`src/rtl/timing_sequencer_pkg.sv`:
```
// Shared types and constants for the timing sequencer
// and the control logic that consumes T/D.
package timing_sequencer_pkg;

  localparam int SC_W = 3;

  typedef enum logic [1:0] {
    IDLE = 2'd0,
    RUN  = 2'd1,
    HALT = 2'd2
  } state_t;

  localparam int D_AND = 0;
  localparam int D_ADD = 1;
  localparam int D_LDA = 2;
  localparam int D_STA = 3;
  localparam int D_BUN = 4;
  localparam int D_BSA = 5;
  localparam int D_ISZ = 6;
  localparam int D_IO  = 7;

endpackage

```
`src/rtl/decoder_3to8.sv`:
```
// Binary to one-hot decoder with enable;
// output is all zeros when disabled.
module decoder_3to8 #(
  parameter int N = 3
) (
  input  logic [N-1:0]      a,
  input  logic              en,
  output logic [2**N-1:0]   y
);

  always_comb begin
    y = '0;
    if (en) y[a] = 1'b1;
  end

endmodule

```
`src/rtl/timing_sequencer.sv`:
```
// Instruction timing sequencer: sequence counter,
// T/D one-hot timing and IDLE/RUN/HALT control.
module timing_sequencer
  import timing_sequencer_pkg::*;
#(
  parameter int SC_W = timing_sequencer_pkg::SC_W
) (
  input  logic               clk,
  input  logic               rst_n,
  input  logic               start,
  input  logic               clr_sc,
  input  logic               halt_req,
  input  logic [3:0]         ir_op,
  output logic [2**SC_W-1:0] T,
  output logic [7:0]         D,
  output logic               I,
  output logic [SC_W-1:0]    sc,
  output logic               running,
  output logic               instr_done,
  output logic               seq_err
);

  localparam logic [SC_W-1:0] SC_MAX = '1;
  localparam logic [SC_W-1:0] SC_LD  = SC_W'(2);

  state_t          state_q, state_d;
  logic [SC_W-1:0] sc_q, sc_d;
  logic [7:0]      d_q, d_d, d_dec;
  logic            i_q, i_d;
  logic            done_q, done_d;
  logic            err_q, err_d;
  logic            load;

  always_ff @(posedge clk or negedge rst_n) begin
    if (!rst_n) begin
      state_q <= IDLE;
      sc_q    <= '0;
      d_q     <= '0;
      i_q     <= 1'b0;
      done_q  <= 1'b0;
      err_q   <= 1'b0;
    end else begin
      state_q <= state_d;
      sc_q    <= sc_d;
      d_q     <= d_d;
      i_q     <= i_d;
      done_q  <= done_d;
      err_q   <= err_d;
    end
  end

  // Opcode is captured during T2 so D/I are stable from T3.
  assign load = running && (sc_q == SC_LD);

  always_comb begin
    state_d = state_q;
    sc_d    = '0;
    d_d     = load ? d_dec : d_q;
    i_d     = load ? ir_op[3] : i_q;
    done_d  = 1'b0;
    err_d   = err_q;
    unique case (state_q)
      IDLE, HALT: begin
        if (start) begin
          state_d = RUN;
          err_d   = 1'b0;
        end
      end
      RUN: begin
        done_d = clr_sc;
        if (clr_sc) begin
          if (halt_req) state_d = HALT;
        end else begin
          sc_d = sc_q + SC_W'(1);
          if (sc_q == SC_MAX) err_d = 1'b1;
        end
      end
      default: state_d = IDLE;
    endcase
  end

  always_comb begin
    running = (state_q == RUN);
  end

  decoder_3to8 #(.N(SC_W)) u_dec_t (
    .a  (sc_q),
    .en (running),
    .y  (T)
  );

  decoder_3to8 #(.N(3)) u_dec_d (
    .a  (ir_op[2:0]),
    .en (load),
    .y  (d_dec)
  );

  assign sc         = sc_q;
  assign D          = d_q;
  assign I          = i_q;
  assign instr_done = done_q;
  assign seq_err    = err_q;

endmodule

```
`config.mk`:
```
export PLATFORM = sky130hd
export DESIGN_NAME = timing_sequencer
export DESIGN_NICKNAME = d
export VERILOG_FILES = /design/src/rtl/timing_sequencer_pkg.sv /design/src/rtl/decoder_3to8.sv /design/src/rtl/timing_sequencer.sv
export SDC_FILE = /design/constraint.sdc
export NUM_CORES = 1
export LEC_CHECK = 0
export CORE_MARGIN = 2
export CORE_UTILIZATION = 39
export DETAILED_ROUTE_END_ITERATION = 6
export PLACE_DENSITY = 0.78
export REMOVE_ABC_BUFFERS = 1
export SLEW_MARGIN = 0
export SYNTH_ARGS = -nofsm -noshare
export SYNTH_HDL_FRONTEND = slang
export SYNTH_HIERARCHICAL = 1
export SYNTH_SLANG_ARGS = --single-unit
```
`constraint.sdc`:
```
create_clock -name clk -period 1.53 [get_ports clk]
set_input_delay 0.153 -clock clk [delete_from_list [all_inputs] [get_ports clk]]
set_output_delay 0.153 -clock clk [all_outputs]
set_load 0.01 [all_outputs]
```
# After elaboration in Yosys (flattened, before gate mapping)
# Cells that the tools add are included.
dict set report totals {
  word_cells 44
  output_inout_bits 23
  input_bits 9
  reg_bits 16
}
dict set report classes {
  muxes 16
  order_cmp 4
  addsub 1
  n_reduce_logical 8
  eq_ne 9
}
# cell count
set ops {}
lappend ops {{$lt A3 B4 Y1 const B} 2}
lappend ops {{$mux W8} 1}
lappend ops {{$ne A2 B2 Y1 const B} 4}
lappend ops {{$demux W1 S3} 2}
lappend ops {{$ge A3 B1 Y1 const B} 2}
lappend ops {{$mux W1} 6}
lappend ops {{$mux W2} 3}
lappend ops {{$mux W3} 2}
lappend ops {{$pmux W2 S2} 1}
lappend ops {{$reduce_and A4 Y1} 1}
lappend ops {{$add A3 B1 Y3 const B} 1}
lappend ops {{$eq A3 B2 Y1 const B} 1}
lappend ops {{$eq A3 B3 Y1 const B} 1}
lappend ops {{$logic_and A1 B1 Y1} 3}
lappend ops {{$reduce_and A3 Y1} 1}
lappend ops {{$eq A2 B1 Y1 const B} 1}
lappend ops {{$eq A2 B2 Y1 const B} 1}
lappend ops {{$logic_not A2 Y1} 1}
lappend ops {{$ne A2 B1 Y1 const B} 1}
lappend ops {{$pmux W1 S2} 1}
lappend ops {{$reduce_bool A2 Y1} 1}
lappend ops {{$reduce_or A2 Y1} 1}

# Longest topological paths before layout
dict set report logic_depth {
  ltp_word 5
  depth_mapped 6
}

# By module
# The synthesis kept the hierarchy.
# module seq_area_each_um2 area_each_um2 instances cells_per_inst
set by_module_without_submodules {}
lappend by_module_without_submodules {timing_sequencer 400.4 686.9 1 45}
lappend by_module_without_submodules {decoder_3to8 0.0 95.1 2 8}

# Worst setup path after synthesis
# Ideal clock, no wire load.
dict set report synth_timing {
  path_kind {flip-flop to flip-flop}
  from {register sc_q[0], in the netlist sc[0]}
  to {register d_q[5], in the netlist D[5]}
  slack_ns -0.166
  n_path_buf 1
  stages_incl_launch_ff 7
  t_arrival_ns 1.570
  path_cell_list {dfrtp_1 inv_1 ha_1 and4bb_1 buf_6 and4b_2 mux2_4}
}
dict set report synth_via {
  elab_chain_len 2
}
# item line
set synth_lines {}
lappend synth_lines {{start: declaration} timing_sequencer.sv:27} ;# logic [SC_W-1:0] sc_q, sc_d;
lappend synth_lines {{start signal: assignment} timing_sequencer.sv:37} ;# sc_q <= '0;
lappend synth_lines {{start signal: assignment} timing_sequencer.sv:44} ;# sc_q <= sc_d;
lappend synth_lines {{$eq A3 B2 Y1} timing_sequencer.sv:53} ;# assign load = running && (sc_q == SC_LD);
lappend synth_lines {{$logic_and A1 B1 Y1} timing_sequencer.sv:53}
lappend synth_lines {{named net load} timing_sequencer.sv:32} ;# logic load;
lappend synth_lines {{end signal: assignment} timing_sequencer.sv:38} ;# d_q <= '0;
lappend synth_lines {{end signal: assignment} timing_sequencer.sv:45} ;# d_q <= d_d;
lappend synth_lines {{end: declaration} timing_sequencer.sv:28} ;# logic [7:0] d_q, d_d, d_dec;
# The timed path passes the listed nets, and every way through them passes these cells.
# A chain may end at the register's enable or synchronous reset.

# Worst setup path in the final report
dict set report layout_timing {
  from {register sc_q[0], in the netlist sc[0]}
  to {register d_q[5], in the netlist D[5]}
}
dict set report layout_via {
  elab_chain_len 2
}
# item line
set layout_lines {}
lappend layout_lines {{$eq A3 B2 Y1} timing_sequencer.sv:53}
lappend layout_lines {{$logic_and A1 B1 Y1} timing_sequencer.sv:53}
# Every way passes these cells.

==> metrics.md <==
| Metric | Value |
|---|---|
| Core area | 0.002170 mm2 |
| Int Pwr | 893.6 uW |
| I/O Pins | 32 |
| Failing checks | setup timing |
| Initial antenna violation count | 0 |
| Xor and xnor area share after synthesis | 0% |
| Vias in the first global route | approximately 730 |
| IO Port Bufs | 31 |
| Max-Cap Viols | 0 |
| CP Max Fanout | 7 |
| Synth cell types | 22 |
| Fill cells | 187 |
| Die Wd | 51.43 um |
| Detail Route Antenna Nets | 0 |
| Synth Area in Adders | ~4.3% |
| Setup TNS | -53.94 ps |
| CTS tree | built |
| Switch share | about 28% |
| Area after DPL | 0.001316 mm2 |
| Clock Skew | 8.125 ps |
| Total power | 1.237 mW |
| Syn_area_per_cell | 14.38 um2 |
| CP cell instances | inv_1, ha_2, and4bb_1, buf_6, and4b_2, mux2_4 |
| Clk slew on worst S/H paths | 100 ps |
| Fin crit period | 1555 ps |
| Slew Viols, Final | 0 |
| H-tree Lvls | 1 |
| DRT iter0 DRCs | 2 |
| GRT Overall Usage | around 17% |
| Share of layout cells above drive strength 1 | around 50% |
| Setup crit start kind | flip-flop |
| Largest stage delay, worst path | 390 ps |
| Design area | 0.001423 mm2 |
| Gate power share | 36.7% |
| Largest family of logic cells by synthesized area | simple AND/OR/NAND/NOR gates |
| Wire length of the first global-routing pass | 3.277 mm |
| HPWL after DPL | about 1.3 mm |
| CTS Buf Count | 3 |
| Mapped Area | 877.1 um2 |
| Sequential share of the synthesized area | 45.65% |
| Post-Route Utilization | 65.57% |
| CP max stage cell | dfrtp_1 |
| Net Sw Power | about 340 uW |
| Post-Syn Instances | 61 |
| Slack of the worst reg-to-reg path | -20 ps |
| Simple logic cell fraction of the synthesized area | approximately 28% |
| Commonest non-fill, non-tap cell in the layout | clkdlybuf4s50_1 |
| Clk sink count | 16 |
| TritonRoute pass-1 iters | 4 |
| Routability congestion estimate | 0.7179 |
| Row count | 17 |
| Final nets | 129 |
| Status | finished with violations |
| Die Area | 0.002645 mm2 |
| GR Overflow Total | 0 |
| HP Class | primary input to async pin |
| Worst setup margin | -24.65 ps |
| FMAX | 0.6432 GHz |
| #FFs+latches synth | 16 |
| Largest net degree at the start of global routing | 17 |
| Critical path required time | around 1700 ps |
| Crit share post-route | 101.6% |
| VDD IR max | 0.0005555 V |
| Vias per cell | 5.014 |
| Vias | 722 |
| DRT Wirelength | about 2 mm |
| Die Ht | 51.43 um |
| Mux cell area share after synthesis | about 17% |
| Root Buffer | clkbuf_4 |
| Most frequent cells in the layout | clkdlybuf4s50_1, dfrtp_1, buf_4, mux2_4, buf_6 |
| WS Path Type | flip-flop to flip-flop |
| Count of final hold-check violations | 0 |
| Starting density of the core | 40.43% |
| Area fraction in compound gates after synthesis | 2.710% |
| Clock Latency Late Sink | between 200 and 300 ps |
| Synth warn | 6 |
| Residual DRC | 0 |
| N_diodes | 0 |
| Worst-Margin Slew | 233.3 ps |
| Clock share of power | 22.7% |
| WL per Instance | around 14 um |
| Area grow syn2layout | 62.20% |
| Final setup viols | 6 |
| Sequential Power Share | 40.6% |
| RSZ-0062 raised after global routing | yes |
| Max clock buf depth | 2 |
| Relative slew slack | 84.40% |
| Arrival @ worst endpoint | approximately 1700 ps |
| Static Leakage | 0.7060 nW |
| Worst setup EP type | flip-flop |
| Pwr/cell area | 869.9 mW/mm2 |
-- what timing repair did --
action	in CTS	in global routing
buffers inserted	5	0
endpoints found under the setup margin	17	20
hold buffers	0	0
cloned	2	0
pin swaps	1	0
resized for setup	35	10
-- power groups by stage --
| stage | registers, mW | logic [mW] | clock network (mW) |
|---|---|---|---|
| after floorplan | 0.534 | 0.124 | 0 |
| after global placement | 0.506 | 0.382 | 0 |
| after detailed placement | 0.511 | 0.393 | 0 |
| after CTS | 0.504 | 0.450 | 0.290 |
| after global routing | 0.510 | 0.491 | 0.311 |
| final | 0.503 | 0.454 | 0.281 |
-- per-layer routing --
layer  vias to the layer above  GRT usage [%]  wire (um)  share of wire, %
met5                         -              0          0                 0
met4                         0          7.895          0                 0
met3                         0          3.509        143               7.4
met2                        25          28.21       1007                52
met1                       348          20.15        795                41
li1                        349              -          -                 -
-- Yosys cell counts --
cell,count,area [um2]
dfrtp_1,16,400.4
mux2_4,9,135.1
and4bb_1,5,62.56
and4b_2,4,45.04
ha_1,3,37.54
and4_2,2,20.02
and4b_1,2,20.02
and4bb_2,2,25.02
inv_1,2,7.510
nand2b_1,2,12.51
nor3_1,2,10.01
nor4b_2,2,30.03
a21oi_1,1,5.000
a32o_1,1,10.01
and2_1,1,6.260
buf_6,1,11.26
inv_2,1,3.750
mux2_2,1,11.26
nand2_1,1,3.750
nor2_1,1,3.750
nor3b_1,1,7.510
o311ai_1,1,8.760
-- state kept, by name, summed over array words and instances, names as in the netlist --
name / count
I: 1
seq_err: 1
instr_done: 1
state_q: 2
sc: 3
D: 8
-- cell families (layout without fill, tap and decap cells) --
logic type      Yosys count  in the layout
fa+ha+maj                 3              3
buf+inv                   4             59
mux                      10             10
simple gates             25             25
flops                    16             16
compound gates            3              3
-- worst paths after layout --
check                           cells after the start      from     to
worst max-delay path                                6     sc[0]   D[5]
worst min register to register                      1     sc[0]  sc[0]
worst min-delay path                                2     rst_n   D[3]
min in group clk                                    2  ir_op[3]      I
max in group asynchronous                           2     rst_n  sc[2]
worst max register to register                      6     sc[0]   D[5]
-- worst max-delay path: cells and delay by family (launching register included) --
kind | cells | cell delay, ps
fa+ha+maj | 1 | 160
buf+inv | 2 | 200
flops | 1 | 390
mux | 1 | 250
simple gates | 2 | 450
-- area by class of cell --
class / instances / area (um2) / area share (%)
multi-input cells: 41 / 473.0 / 33.25
repair buffers: 51 / 457.9 / 32.19
flip-flops and latches: 16 / 401.6 / 28.23
clock buffers: 4 / 36.28 / 2.551
well taps: 28 / 35.03 / 2.463
inverters: 3 / 11.26 / 0.7916
repair inverters: 1 / 7.507 / 0.5277
-- through the flow --
stage	hold slack, ps	setup slack (ps)	cells
final	171.5	-24.65	144
after global routing	181.4	-89.41	144
after CTS	169.9	-39.40	144
after detailed placement	483.1	-80.64	133
after global placement	466.9	-36.28	133
after floorplan	-142.6	-299.7	60
No activity file was read; power rests on OpenSTA's default activity.
